File: src/rtl/mux_bank_pkg.sv
// Shared constants for the mux_bank selector block: lane counts, select widths
// and default lane widths.
package mux_bank_pkg;

  localparam int N211 = 2;
  localparam int N414 = 4;
  localparam int N811 = 8;

  localparam int SEL211_W = 1;
  localparam int SEL414_W = 2;
  localparam int SEL811_W = 3;

  localparam int DW_A_DEF = 1;
  localparam int DW_B_DEF = 4;
  localparam int DW_C_DEF = 1;

  // Select width for an N-lane mux; a single lane still gets a 1-bit select.
  function automatic int sel_width(input int n);
    return (n > 1) ? $clog2(n) : 1;
  endfunction

endpackage

File: src/rtl/mux_n1.sv
// Combinational N:1 lane selector over a packed bus; lane 0 sits in the LSBs.
module mux_n1 #(
  parameter int N     = 2,
  parameter int W     = 1,
  parameter int SEL_W = 1
) (
  input  logic [N*W-1:0]   data,
  input  logic [SEL_W-1:0] sel,
  output logic [W-1:0]     y
);

  // Unpacking into an array lets the select index it at its natural width.
  logic [W-1:0] lanes [N];

  for (genvar k = 0; k < N; k++) begin : g_lane
    assign lanes[k] = data[k*W +: W];
  end

  assign y = lanes[sel];

endmodule

File: src/rtl/mux_bank.sv
// Bank of three independent registered muxes (2:1, 4:1, 8:1).
// Optional registered even-parity output enabled by MUX_BANK_PARITY_EN.
module mux_bank
  import mux_bank_pkg::*;
#(
  parameter int DW_A = DW_A_DEF,
  parameter int DW_B = DW_B_DEF,
  parameter int DW_C = DW_C_DEF
) (
  input  logic                   inClk,
  input  logic                   inRst,
  input  logic [N211*DW_A-1:0]   inData211,
  input  logic [SEL211_W-1:0]    inSel211,
  output logic [DW_A-1:0]        outData211,
  input  logic [N414*DW_B-1:0]   inData414,
  input  logic [SEL414_W-1:0]    inSel414,
  output logic [DW_B-1:0]        outData414,
  input  logic [N811*DW_C-1:0]   inData811,
  input  logic [SEL811_W-1:0]    inSel811,
  output logic [DW_C-1:0]        outData811
`ifdef MUX_BANK_PARITY_EN
  ,
  output logic                   outParity
`endif
);

  logic [DW_A-1:0] next211;
  logic [DW_B-1:0] next414;
  logic [DW_C-1:0] next811;

  mux_n1 #(.N(N211), .W(DW_A), .SEL_W(SEL211_W)) u_mux211 (
    .data (inData211),
    .sel  (inSel211),
    .y    (next211)
  );

  mux_n1 #(.N(N414), .W(DW_B), .SEL_W(SEL414_W)) u_mux414 (
    .data (inData414),
    .sel  (inSel414),
    .y    (next414)
  );

  mux_n1 #(.N(N811), .W(DW_C), .SEL_W(SEL811_W)) u_mux811 (
    .data (inData811),
    .sel  (inSel811),
    .y    (next811)
  );

  always_ff @(posedge inClk or posedge inRst) begin
    if (inRst) begin
      outData211 <= '0;
      outData414 <= '0;
      outData811 <= '0;
    end else begin
      outData211 <= next211;
      outData414 <= next414;
      outData811 <= next811;
    end
  end

`ifdef MUX_BANK_PARITY_EN
  // Parity is taken over the values being loaded so it lines up with the outputs.
  always_ff @(posedge inClk or posedge inRst) begin
    if (inRst) begin
      outParity <= 1'b0;
    end else begin
      outParity <= ^{next811, next414, next211};
    end
  end
`endif

endmodule

File: config.mk
export PLATFORM = sky130hd
export DESIGN_NAME = mux_bank
export DESIGN_NICKNAME = d
export VERILOG_FILES = /design/src/rtl/mux_bank_pkg.sv /design/src/rtl/mux_n1.sv /design/src/rtl/mux_bank.sv
export SDC_FILE = /design/constraint.sdc
export NUM_CORES = 1
export LEC_CHECK = 0
export BUFFER_PORTS_ARGS = -buffer_cell sky130_fd_sc_hd__buf_4
export CAP_MARGIN = 20
export CORE_AREA = 2 2 39 41
export DETAILED_ROUTE_END_ITERATION = 10
export DIE_AREA = 0 0 41 43
export GPL_TIMING_DRIVEN = 0
export PLACE_DENSITY = 0.75
export RECOVER_POWER = 50
export SYNTH_ARGS = -nofsm -noshare
export SYNTH_HDL_FRONTEND = slang
export SYNTH_SLANG_ARGS = --single-unit
File: constraint.sdc
create_clock -name inClk -period 0.8 [get_ports inClk]
set_input_delay 0.04 -clock inClk [delete_from_list [all_inputs] [get_ports inClk]]
set_output_delay 0.04 -clock inClk [all_outputs]
set_load 0.01 [all_outputs]
==> impl_metrics.tcl <==
set metrics [dict create \
    power_density_nw_per_um2 1326 \
    globalRouteOverflowTotal 0 \
    slowest_stage "dfrtp_1" \
    cts_sinks 6 \
    wire_per_inst_um 13.15 \
    leakagePower_nw 0.3330 \
    synth_seq_area_share_pct 47.06 \
    grt_use_total_pct 12.93 \
    port_buffers 39 \
    grt_max_degree 7 \
    drv_slew 0 \
    drive_gt1_share_pct 86.21 \
    grt_first_pass_wirelength_mm 1.476 \
    worst_slew_pin_slew_ps 217.2 \
    core_um2 1384 \
    endpoint_kind "output pin" \
    die_h_um 43 \
    path_delay_family "flip-flops" \
    via_per_inst 4.527 \
    hp-class "primary input to register" \
    yosysWarnings 0 \
    most-common-layout-cells "35 x buf_4, 6 x mux4_2, 6 x dfrtp_1" \
    dr.pass1.iters 2 \
    outcome "complete, no violations" \
    cts_htree_levels 1 \
    yosysTopAreaCell "dfrtp_1" \
    antenna_found_initial 0 \
    wirelength_um 973 \
    clockBufferDepth 2 \
    final_util_pct 48.28 \
    final.period_utilization_pct 96.59 \
    period_minus_slack_ps 772.7 \
    final_common_cell "buf_4" \
    critical_path_required_ps 760 \
    fp.dieW_um 41 \
    hold_viol_final 0 \
    die-area_um2 1763 \
    crit_chain "buf_4" \
    numCtsBuffers 3 \
    arrival_ps 730 \
    drc 0 \
    syn_nets 49 \
    cts_root_buf "clkbuf_4" \
    path_max_fanout 1 \
    cts_tree "done" \
    critPathKind "register to output pin" \
    ys_types 5 \
    finalSetupViolCount 0 \
    pin_count 40 \
    first_iter_violations 5 \
    synth_top_cell_area_share_pct 47.06 \
    vdd_drop_max_mv 0.3856 \
    start_util_pct 23.06 \
    path_buf_inv 1 \
    syn-cell-area_um2 319.1 \
    final_nets 94 \
    place.gp.congestion 0.6837 \
    startpoint_type "register" \
    place_area_um2 628.1 \
    row_count 14 \
    path_clk_slew_ps 40 \
    max_stage_delay_ps 360 \
    syn_area_per_cell_um2 21.27 \
    grt_pass1_vias 395 \
    synthCells 15 \
    synthToLayoutAreaGrowth_pct 109.4 \
    fmax_mhz 1294 \
    ant_nets 0 \
    diodes 0 \
    num_vias 335 \
    cap_violations 0 \
    synthTopCellsByArea "dfrtp_1 47%, mux4_2 28%, mux4_1 16%, mux2_2 7.1%, inv_1 1.2%" \
    rsz0062_at_grt "false" \
    worst_slew_margin_rel_pct 85.50 \
    stdcell_area_um2 668.1 \
    yosys_register_bits 6 \
]
[registers in the layout, indices dropped and copies added, names as in the netlist]
register	flops
outData211	1
outData414	4
outData811	1
[cells by family after synthesis]
family | share of synthesized area [%]
buffers and inverters | 1.175
DFF | 47.06
muxes | 51.77
[cell usage after synthesis (all sizes together)]
cell / count
dfrtp: 6
mux4: 6
mux2: 2
inv: 1
[final timing paths]
kind / from / end / cells after the start / slack, ps
worst max-delay path: outData414[1] / outData414[1] / 1 / 30
worst min-delay path: inData211[0] / outData211 / 2 / 40
max in group asynchronous: inRst / outData414[0] / 3 / 350
min in group asynchronous: inRst / outData811 / 3 / 270
[stage by stage]
step	std cells	power, mW	hold WS (ps)	worst slack (ps)	TNS (ps)
after detailed placement	70	0.6273	-30.10	-235.2	-252.0
after global placement	70	0.6192	-41.01	-216.5	-216.5
after global routing	74	0.9385	43.88	0.2302	0
final	74	0.8860	37.26	27.32	0
after CTS	74	0.9074	30.62	5.720	0
after floorplan	15	0.4375	-169.0	-89.87	-89.87
[per-layer routing]
layer,up-vias,track usage (%),part of all wire (%)
li1,151,-,-
met2,36,20.94,50
met1,146,12.12,27
met3,2,4.712,22
met5,-,0,0
met4,0,10.00,0.62
[area by class of cell]
cell class	instances	area (µm²)
fillers	138	715.7
repair buffers	40	310.3
flip-flops and latches	6	150.1
inverters	1	3.754
multi-input cells	8	161.4
well taps	16	20.02
clock buffers	3	22.52
[where the power goes]
group | internal (mW) | leakage (nW) | switching, mW
sequential | 0.336 | 0.0699 | 0.00930
clock | 0.168 | 0.0138 | 0.0919
combinational | 0.204 | 0.249 | 0.0767
total | 0.708 | 0.333 | 0.178
[timing repair]
action | 4_1_cts | 5_1_grt
endpoints found under the setup margin | 0 | 2
buffers inserted | 0 | 0
hold endpoints to repair | 6 | 0
hold buffers | 1 | 0
gates resized for setup | 0 | 2
No activity file was read; power rests on OpenSTA's default activity.
